File: src/rtl/in_port_pkg.sv
// Package for the in_port block.
// Holds the FSM state encoding and the default constants shared by in_port
// and its debounce sub-module.
// Optional feature macro: IN_TYPEAHEAD_EN (the type-ahead depth default lives here).
package in_port_pkg;

  // Request-serving FSM states.
  typedef enum logic [1:0] {
    IDLE  = 2'd0,
    WAIT  = 2'd1,
    VALID = 2'd2,
    HOLD  = 2'd3
  } state_t;

  // 10 ms of stable button level at 50 MHz.
  localparam int DB_LIMIT_DEFAULT = 500000;

  // Type-ahead FIFO depth used when IN_TYPEAHEAD_EN is defined.
  localparam int TA_DEPTH_DEFAULT = 4;

endpackage

File: src/rtl/in_port_btn_debounce.sv
// btn_debounce: turns the raw, bouncing enter pushbutton into a clean
// one-cycle press pulse.
// Ports:
//   clock  in  system clock (rising edge)
//   reset  in  asynchronous active-low reset
//   btn    in  raw pushbutton level, asynchronous, active-high
//   press  out one-cycle pulse per accepted 0->1 transition of the button
// The raw level passes through a 2-flop synchroniser. A change is accepted
// only after the synchronised level has disagreed with the accepted level
// for DB_LIMIT consecutive cycles; any return to the accepted level restarts
// the count. The press pulse is registered, one cycle after acceptance.
module btn_debounce
  import in_port_pkg::*;
#(
  parameter int DB_CNT_W = 20,
  parameter int DB_LIMIT = DB_LIMIT_DEFAULT
) (
  input  logic clock,
  input  logic reset,
  input  logic btn,
  output logic press
);

  localparam logic [DB_CNT_W-1:0] CNT_LAST = DB_CNT_W'(DB_LIMIT - 1);
  localparam logic [DB_CNT_W-1:0] CNT_MAX  = '1;

  logic [1:0]          btn_sync;
  logic                acc_lvl;
  logic                acc_lvl_d;
  logic [DB_CNT_W-1:0] cnt;

  always_ff @(posedge clock or negedge reset) begin
    if (!reset) begin
      btn_sync  <= 2'b00;
      acc_lvl   <= 1'b0;
      acc_lvl_d <= 1'b0;
      cnt       <= '0;
      press     <= 1'b0;
    end else begin
      btn_sync  <= {btn_sync[0], btn};
      acc_lvl_d <= acc_lvl;
      press     <= acc_lvl & ~acc_lvl_d;
      if (btn_sync[1] == acc_lvl) begin
        // Nothing pending (or a bounce returned to the accepted level).
        cnt <= '0;
      end else if (cnt == CNT_LAST) begin
        acc_lvl <= btn_sync[1];
        cnt     <= '0;
      end else if (cnt != CNT_MAX) begin
        cnt <= cnt + 1'b1;
      end
    end
  end

endmodule

File: src/rtl/in_port.sv
// in_port: captures a DIP-switch operand on an enter-button press and hands
// it to the core for the IN instruction.
// Ports:
//   clock     in  system clock (rising edge)
//   reset     in  asynchronous active-low reset
//   sw        in  raw DIP switch levels (asynchronous)
//   btn       in  raw enter pushbutton (asynchronous, bouncing)
//   in_req    in  request level from the core, held while IN is stalled
//   in_data   out captured operand, held until the next capture
//   in_valid  out one-cycle pulse, in_data valid this cycle
//   in_wait   out request pending with no operand yet ("waiting" LED)
//   state_dbg out current FSM state
// Handshake: the core raises in_req and holds it; in_port answers with a
// single in_valid cycle carrying in_data; the core drops in_req the cycle
// after it samples in_valid, and a new operand is only produced for a new
// request. Dropping in_req while waiting withdraws the request.
// Optional feature macro: IN_TYPEAHEAD_EN -- presses in any state are queued
// in a TA_DEPTH-entry FIFO and served to later requests.
module in_port
  import in_port_pkg::*;
#(
  parameter int DATA_W   = 16,
`ifdef IN_TYPEAHEAD_EN
  parameter int TA_DEPTH = TA_DEPTH_DEFAULT,
`endif
  parameter int DB_CNT_W = 20,
  parameter int DB_LIMIT = DB_LIMIT_DEFAULT
) (
  input  logic              clock,
  input  logic              reset,
  input  logic [DATA_W-1:0] sw,
  input  logic              btn,
  input  logic              in_req,
  output logic [DATA_W-1:0] in_data,
  output logic              in_valid,
  output logic              in_wait,
  output state_t            state_dbg
);

  state_t            state;
  state_t            state_n;
  logic [DATA_W-1:0] sw_s1;
  logic [DATA_W-1:0] sw_s2;
  logic              press;
  logic              take;     // an operand is available to a waiting request
  logic              capture;  // load in_data this cycle
  logic [DATA_W-1:0] cap_val;

  btn_debounce #(
    .DB_CNT_W (DB_CNT_W),
    .DB_LIMIT (DB_LIMIT)
  ) u_btn_debounce (
    .clock (clock),
    .reset (reset),
    .btn   (btn),
    .press (press)
  );

  always_ff @(posedge clock or negedge reset) begin
    if (!reset) begin
      sw_s1 <= '0;
      sw_s2 <= '0;
    end else begin
      sw_s1 <= sw;
      sw_s2 <= sw_s1;
    end
  end

`ifdef IN_TYPEAHEAD_EN
  localparam int TA_AW = (TA_DEPTH > 1) ? $clog2(TA_DEPTH) : 1;
  localparam int TA_CW = TA_AW + 1;

  logic [DATA_W-1:0] ta_mem [TA_DEPTH];
  logic [TA_AW-1:0]  ta_rd;
  logic [TA_AW-1:0]  ta_wr;
  logic [TA_CW-1:0]  ta_cnt;
  logic              ta_push;
  logic              ta_pop;
  logic              ta_full;
  logic              ta_empty;

  assign ta_full  = (ta_cnt == TA_CW'(TA_DEPTH));
  assign ta_empty = (ta_cnt == '0);
  // A press into a full FIFO is dropped, leaving its contents untouched.
  assign ta_push  = press & ~ta_full;
  assign ta_pop   = capture;
  assign take     = ~ta_empty;
  assign cap_val  = ta_mem[ta_rd];

  always_ff @(posedge clock) begin
    if (ta_push) ta_mem[ta_wr] <= sw_s2;
  end

  always_ff @(posedge clock or negedge reset) begin
    if (!reset) begin
      ta_rd  <= '0;
      ta_wr  <= '0;
      ta_cnt <= '0;
    end else begin
      if (ta_push) ta_wr <= (ta_wr == TA_AW'(TA_DEPTH - 1)) ? '0 : ta_wr + 1'b1;
      if (ta_pop)  ta_rd <= (ta_rd == TA_AW'(TA_DEPTH - 1)) ? '0 : ta_rd + 1'b1;
      case ({ta_push, ta_pop})
        2'b10:   ta_cnt <= ta_cnt + 1'b1;
        2'b01:   ta_cnt <= ta_cnt - 1'b1;
        default: ta_cnt <= ta_cnt;
      endcase
    end
  end
`else
  // Without type-ahead only a press seen while waiting counts.
  assign take    = press;
  assign cap_val = sw_s2;
`endif

  // State register.
  always_ff @(posedge clock or negedge reset) begin
    if (!reset) state <= IDLE;
    else        state <= state_n;
  end

  // Next-state logic. A withdrawn request wins over a same-cycle operand.
  always_comb begin
    state_n = state;
    case (state)
      IDLE:    if (in_req) state_n = WAIT;
      WAIT: begin
        if (!in_req)   state_n = IDLE;
        else if (take) state_n = VALID;
      end
      VALID:   state_n = HOLD;
      HOLD:    if (!in_req) state_n = IDLE;
      default: state_n = IDLE;
    endcase
  end

  // Outputs.
  always_comb begin
    in_wait  = 1'b0;
    in_valid = 1'b0;
    capture  = 1'b0;
    case (state)
      WAIT: begin
        in_wait = 1'b1;
        capture = in_req & take;
      end
      VALID:   in_valid = 1'b1;
      default: ;
    endcase
  end

  always_ff @(posedge clock or negedge reset) begin
    if (!reset)       in_data <= '0;
    else if (capture) in_data <= cap_val;
  end

  assign state_dbg = state;

endmodule

File: config.mk
export PLATFORM = sky130hd
export DESIGN_NAME = in_port
export DESIGN_NICKNAME = d
export VERILOG_FILES = /design/src/rtl/in_port_pkg.sv /design/src/rtl/in_port_btn_debounce.sv /design/src/rtl/in_port.sv
export SDC_FILE = /design/constraint.sdc
export NUM_CORES = 1
export LEC_CHECK = 0
export BUFFER_PORTS_ARGS = -buffer_cell sky130_fd_sc_hd__buf_2
export CORE_MARGIN = 4
export CORE_UTILIZATION = 25
export DETAILED_ROUTE_END_ITERATION = 6
export PLACE_DENSITY = 0.42
export SLEW_MARGIN = 20
export SYNTH_ARGS = -nofsm -noshare
export SYNTH_HDL_FRONTEND = slang
export SYNTH_SLANG_ARGS = --single-unit
File: constraint.sdc
create_clock -name clock -period 4.1 [get_ports clock]
set_input_delay 0 -clock clock [delete_from_list [all_inputs] [get_ports clock]]
set_output_delay 0 -clock clock [all_outputs]
set_load 0.01 [all_outputs]
==> results of run 1 <==
[what timing repair did]
| item | CTS | global route |
|---|---|---|
| buffers inserted | 0 | 0 |
| hold buffers | 19 | 0 |
| endpoints found under the hold margin | 57 | 0 |
[final cells by class]
cell class,instances,share of cell area
clock buffer,9,0.0353
clock inverter,6,0.0185
inverter,4,0.00428
multi-input combinational,119,0.245
sequential,75,0.535
tap,140,0.0499
timing repair buffer,59,0.112
[cells by family after synthesis]
group	after synthesis	share of synthesized area
compound gates	26	0.0536
xor+xnor	15	0.0473
fa+ha+maj	1	0.00450
flops	75	0.675
buf+inv	10	0.0167
simple gates	60	0.134
mux	17	0.0689
[placed cells by master (no fill, tap or decap), drive strengths merged, types with 3 or more instances in the layout]
cell	Yosys	layout
dfrtp	75	75
buf	4	40
dlygate4sd3	0	19
mux2	17	17
o21ai	16	16
nand2	11	11
xnor2	9	9
clkbuf	2	9
nand3	9	9
nand4	8	8
xor2	6	6
nor2	6	6
nor4	6	6
inv	4	5
nor2b	4	4
and3	3	3
a21oi	3	3
a31oi	3	3
nor3	3	3
clkinv	0	3
[routing by layer]
| layer | part of all wire | global-route usage |
|---|---|---|
| met2 | 0.48 | 0.135 |
| met5 | 0 | 0 |
| met4 | 0.020 | 0.0481 |
| met3 | 0.040 | 0.0302 |
| met1 | 0.46 | 0.118 |
[sequential cells by signal, indices dropped and copies added (netlist names), named ones only]
name                      flops
cap_val                      16
u_btn_debounce.cnt           20
state_dbg                     1
in_data                      16
u_btn_debounce.acc_lvl        1
u_btn_debounce.acc_lvl_d      1
sw_s1                        16
u_btn_debounce.press          1
u_btn_debounce.btn_sync       2
[cell usage after synthesis (2+ instances only)]
cell,n,share of area
dfrtp_1,75,0.68
mux2_2,17,0.069
o21ai_0,15,0.027
nand2_1,11,0.015
xnor2_1,9,0.028
nand3_1,8,0.014
nand4_1,7,0.016
nor2_1,6,0.0081
xor2_1,6,0.019
nor4_1,5,0.011
inv_1,4,0.0054
nor2b_1,4,0.0090
a21oi_1,3,0.0054
a31oi_1,3,0.0068
and3_1,3,0.0068
buf_2,3,0.0054
nor3_1,3,0.0054
nand4b_1,2,0.0063
nor3b_1,2,0.0054
o31ai_1,2,0.0054
or3_1,2,0.0045
[through the flow]
stage | setup slack [ns] | std cells
after floorplan | 2.35 | 204
after global placement | 1.72 | 378
after detailed placement | 1.76 | 378
after CTS | 1.75 | 412
after global routing | 1.49 | 412
final | 1.80 | 412
[worst paths after layout]
path | startpoint | to | slack (ns) | cells after the start
min | sw[10] | sw_s1[10] | 0.29 | 2
max in group asynchronous | reset | u_btn_debounce.cnt[6] | 2.80 | 3
max | u_btn_debounce.cnt[0] | u_btn_debounce.cnt[16] | 1.80 | 5
min in group asynchronous | reset | sw_s1[10] | 0.30 | 2
max reg2reg | u_btn_debounce.cnt[0] | u_btn_debounce.cnt[16] | 1.80 | 5
min reg2reg | u_btn_debounce.btn_sync[0] | u_btn_debounce.btn_sync[1] | 0.35 | 0
[power by group through the flow]
stage | Combinational (uW) | Sequential, uW | Clock, uW
after floorplan | 9.29 | 781 | 0
after global placement | 38.5 | 782 | 0
after detailed placement | 38.8 | 783 | 0
after CTS | 52.9 | 768 | 578
after global routing | 58.7 | 770 | 611
final | 50.4 | 768 | 547
[worst max-delay path, stage by stage, from the launching register on]
cell,delay (ns)
dfrtp_1,0.44
ha_1,0.25
nand4_1,0.30
nor4_4,0.50
nand2_1,0.46
a31oi_1,0.27
==> run metrics, run 1 <==
first-pass GRT wire length=around 9.2 mm; Post-Syn Area=around 2800 sq um; pwr/cell area=around 400 nW/um^2; GRT Overall Usage=0.0909; Slew @ Worst Pin=approximately 0.96 ns; die area=between 10,000 and 15,000 sq um; Tcrit/Tclk final=0.561; num rows=38; initial antenna violation count=0; CTS tree=yes; area of the multi-input gates=860 sq um; maxcap violations=0; syn_area_per_cell=13.6 sq um; Crit. End Element=register; htree depth=3; Core Util, Final=0.324; clock share of power=0.401; Layout Cell Area excl Fill=around 3500 sq um; Async SR Flop Fraction=1.00; CTS Sinks=75; CP Max Fanout=17; outcome=finished clean; pin count of the biggest net entering global routing=40; Fin Hold WS=0.288 ns; DPL Wire Length=3.43 mm; Int Pwr=around 1100 uW; final hold viol count=0; post-synthesis cell type count=35; Sw Ratio=0.222; Final ANT Viol Nets=0; n_diodes=0; vias in the first global route=roughly 1,800; Clock Path Buffers=2; ys flop type=dfrtp_1; fin nets=roughly 290; post-route DRC violation count=0; Max Slew Vio Count=0; post-synth net total=between 200 and 250; Final setup viols=0; sequential share of power=0.562; worst path arrival time=2.57 ns; post-synthesis sequential area ratio=0.675; Comb pwr share=0.037; Final Skew=around 0.011 ns; Post-synth EDFFs=0; via count=approximately 1,700; Tmin final=about 2.3 ns; setup TNS=0 ns; core area=between 10,000 and 15,000 sq um; clk root buf=clkbuf_8; Crit Path Class=register to register; gpl congestion=~0.76; drt pass-1 iters=4; Synthesis Warnings=0; drt wl/cell=around 13 um; cts bufs inserted=9; post_cts resized=0; Ports=40; Post-DP Area=3130 sq um; DIE HEIGHT=between 100 and 150 um; Gate Count Post-Synth=~200; Overflow after GRT=0; Via-to-Cell Ratio=~4.2; Tightest Hold Check Type=input pin to register; Startpoint Class=register; RSZ-0062 raised after global routing=no; Routed WL=5.20 mm; maximum clock frequency=~0.43 GHz; worst endpoint required time=roughly 4.4 ns; share of layout cells above drive strength 1=0.290; # port buffers=39; Iter 0 DRT Violations=95; Skew-Pair Late Insertion Delay=0.34 ns; # fillers=1,088; Yosys reg bits=between 70 and 80; Rel. slew slack=0.358; Starting Density=0.256; FF/Latch Area=~1900 sq um; Clk pin slew, worst setup/hold paths=roughly 0.080 ns; die span in x=~110 um; P_sw=just over 300 uW; Synth-to-Final Area Change=26.2%; overall power=around 1400 uW; Worst VDD drop=0.000115 V; Leak Pwr=between 0.0015 and 0.002 uW
No activity file was read; power rests on OpenSTA's default activity.
==> run 2, diff against run 1 <==
--- a/config.mk
+++ b/config.mk
@@ -5,11 +5,12 @@
 export SDC_FILE = /design/constraint.sdc
 export NUM_CORES = 1
 export LEC_CHECK = 0
+export ABC_AREA = 1
 export BUFFER_PORTS_ARGS = -buffer_cell sky130_fd_sc_hd__buf_2
 export CORE_MARGIN = 4
 export CORE_UTILIZATION = 25
 export DETAILED_ROUTE_END_ITERATION = 6
-export PLACE_DENSITY = 0.42
+export PLACE_DENSITY = 0.43
 export SLEW_MARGIN = 20
 export SYNTH_ARGS = -nofsm -noshare
 export SYNTH_HDL_FRONTEND = slang
==> constraint.sdc (replaced) <==
create_clock -name clock -period 2 [get_ports clock]
set_input_delay 0 -clock clock [delete_from_list [all_inputs] [get_ports clock]]
set_output_delay 0 -clock clock [all_outputs]
set_load 0.01 [all_outputs]
==> run metrics, run 2 <==
Post-synth top cells=dfrtp_1, nand2_1, nor2_1, inv_1, nand3_1; Starting Density=0.255 (-0.000954); outcome=finished clean; Ports=40 (unchanged); Clock Path Buffers=2 (unchanged); Crit Path Class=register to register; maximum clock frequency=0.591 GHz (+36%); Buf+Inv Stages, Crit Path=0 (unchanged); GRT Overall Usage=0.100 (+0.00927); Tightest Hold Check Type=input pin to async pin; slowest cell on the critical path=dfrtp_1; clk root buf=clkbuf_16; Largest Register=u_btn_debounce.cnt; R2R Path End=u_btn_debounce.cnt[15]; setup TNS=0 ns (unchanged); Post-Syn Area=3080 sq um (+11%); area of the multi-input gates=1070 sq um (+24%); Rel. slew slack=0.673 (+0.315); Area contributors post-synth=dfrtp_1, mux2_2, nand2_1, nand3_1, nor2_1; fin nets=385 (+33%); gpl congestion=0.786 (+3.9%); initial antenna violation count=0 (unchanged); CP Max Fanout=5 (-12); critical path's largest stage delay=0.41 ns (-0.09 ns); final worst setup slack=0.307 ns (-1.49 ns); cell accounting for the most synthesized area=dfrtp_1; Hold-fix buffers, CTS=19 (unchanged); placed cell count=502 (+33%); Startpoint Class=register; # fillers=1,213 (+11%); pin count of the biggest net entering global routing=42 (+5.0%); Slew @ Worst Pin=0.490 ns (-0.468 ns); pwr/cell area=831 nW/um^2 (+110%); Yosys top cell area share=0.609 (-0.0661); # port buffers=39 (unchanged); post-synthesis cell type count=32 (-8.6%); Worst VDD drop=0.000346 V (+200%); Skew-Pair Late Insertion Delay=0.33 ns (about the same); DIE HEIGHT=119 um (+4.9%); cell family with most CP delay=simple AND/OR/NAND/NOR gates; via count=2,188 (+26%); Final ANT Viol Nets=0 (unchanged); CTS tree=yes; maxcap violations=0 (unchanged); reg-to-reg startpoint=u_btn_debounce.cnt[0]; dpl ws=0.302 ns (-1.45 ns); CTS Sinks=75 (unchanged); core area=12,100 sq um (+11%); die area=14,200 sq um (+10%); FF/Latch Area=1880 sq um (unchanged); Final Skew=0.00510 ns (-0.00550 ns); commonest non-fill, non-tap cell in the layout=dfrtp_1; Final setup viols=0 (unchanged); vias in the first global route=2,198 (+22%); setup slack, reg-to-reg=0.31 ns (-1.49 ns); Max Slew Vio Count=0 (unchanged); drt wl/cell=12.1 um (-4.4%); Overflow after GRT=0 (unchanged); Async SR Flop Fraction=1.00 (unchanged); num rows=40 (+5.3%); Iter 0 DRT Violations=186 (+96%); htree depth=3 (unchanged); Clk pin slew, worst setup/hold paths=0.06 ns (-0.02 ns); Tcrit/Tclk final=0.846 (+0.285); Leak Pwr=0.00200 uW (+23%); final hold viol count=0 (unchanged); most frequent cells in the layout=dfrtp_1, nand2_1, buf_2; overall power=3340 uW (+140%); most common cell in the netlist=dfrtp_1; worst endpoint required time=2.26 ns (-2.10 ns); share of layout cells above drive strength 1=0.314 (+0.0239); Yosys reg bits=75 (unchanged); Synth-to-Final Area Change=30.7%; final non-filler cell total=537 (+30%); cts bufs inserted=9 (unchanged); Worst R2R Path Depth=8 (+3); Via-to-Cell Ratio=4.07 (-3.7%); drt pass-1 iters=4 (unchanged); Synthesis Warnings=0 (unchanged); RSZ-0062 raised after global routing=no; max reg flops=20 (unchanged); buffer count from post-CTS setup fixing=0 (unchanged); DPL Wire Length=4.70 mm (+37%); worst path arrival time=1.96 ns (-0.61 ns); first-pass GRT wire length=11.0 mm (+20%); post_cts resized=0 (unchanged); die span in x=119 um (+4.9%); Tmin final=1.69 ns (-0.609 ns); Post-synth EDFFs=0 (unchanged); worst path cell trace=ha_1 -> nand2_2 -> nor2_2 -> nand3_1 -> nor2_1 -> nor2_1 -> nand3_1 -> nand2_1; post-synthesis sequential area ratio=0.609 (-0.0661); Crit. End Element=register; syn_area_per_cell=10.6 sq um (-22%); Critical Path Source=u_btn_debounce.cnt[0]; Gate Count Post-Synth=290 (+42%); ys flop type=dfrtp_1; post-route DRC violation count=0 (unchanged); Routed WL=6.48 mm (+25%); post-synth net total=311 (+38%); n_diodes=0 (unchanged)
-- run 2: cell count changes in the layout (fill, tap and decap cells not counted), sizes merged, moves of 6 or more --
cell and change:
buf +6, inv +26, nand2 +55, nand3 +18, nor2 +35, nor4 -6
o21ai -8, xnor2 -8
-- run 2: where the power goes --
group          total [uW]  switching, uW  internal (uW)
Clock                1660            620           1040
Sequential           1570           14.4           1560
Combinational         114           61.6           52.4
-- run 2: cell families (layout without fill, tap and decap cells) --
group / Yosys count / after routing / synth area share
AND/OR/NAND/NOR: 144 / 144 / 0.236
AO/OA/AOI/OAI: 15 / 15 / 0.0313
buffers and inverters: 33 / 112 / 0.0439
adder cells (fa/ha/maj): 1 / 1 / 0.00406
multiplexers: 16 / 16 / 0.0585
XOR/XNOR: 6 / 6 / 0.0171
flip-flops: 75 / 75 / 0.609
-- run 2: how the worst max path moves through the flow --
stage | to | slack [ns] | depth (start not counted)
floorplan | u_btn_debounce.cnt[6] | 0.54 | 8
global placement | u_btn_debounce.cnt[18] | 0.34 | 8
detailed placement | u_btn_debounce.cnt[2] | 0.30 | 8
CTS | u_btn_debounce.cnt[18] | 0.28 | 8
global route | u_btn_debounce.cnt[15] | 0.16 | 8
finish | u_btn_debounce.cnt[15] | 0.31 | 8
-- run 2: stage by stage --
stage | hold WS (ns) | instance area, sq um | utilization
4_1_cts | 0.192 | 4030 | 0.334
5_1_grt | 0.227 | 4030 | 0.334
3_3_place_gp | 0.00746 | 3520 | 0.292
2_1_floorplan | -0.296 | 3080 | -
6_report | 0.183 | 4030 | 0.334
3_5_place_dp | 0.00769 | 3520 | 0.292
-- run 2: worst reg2reg max path: stages (launching register included) --
cell	delay (ns)
dfrtp_1	0.41
ha_1	0.27
nand2_2	0.14
nor2_2	0.07
nand3_1	0.10
nor2_1	0.07
nor2_1	0.35
nand3_1	0.14
nand2_1	0.08
-- run 2: area by class of cell --
cell class | count | share of cell area
multi-input combinational | 182 | 0.265
inverter | 31 | 0.0289
sequential | 75 | 0.466
timing repair buffer | 65 | 0.109
clock inverter | 5 | 0.0149
tap | 168 | 0.0522
clock buffer | 11 | 0.0628
-- run 2: routing by layer --
metal	routed length, um	up-vias	global-route usage
li1	-	1077	-
met5	0	-	0
met1	3000	1043	0.128
met3	340	14	0.0361
met4	179	0	0.0500
met2	2950	54	0.150
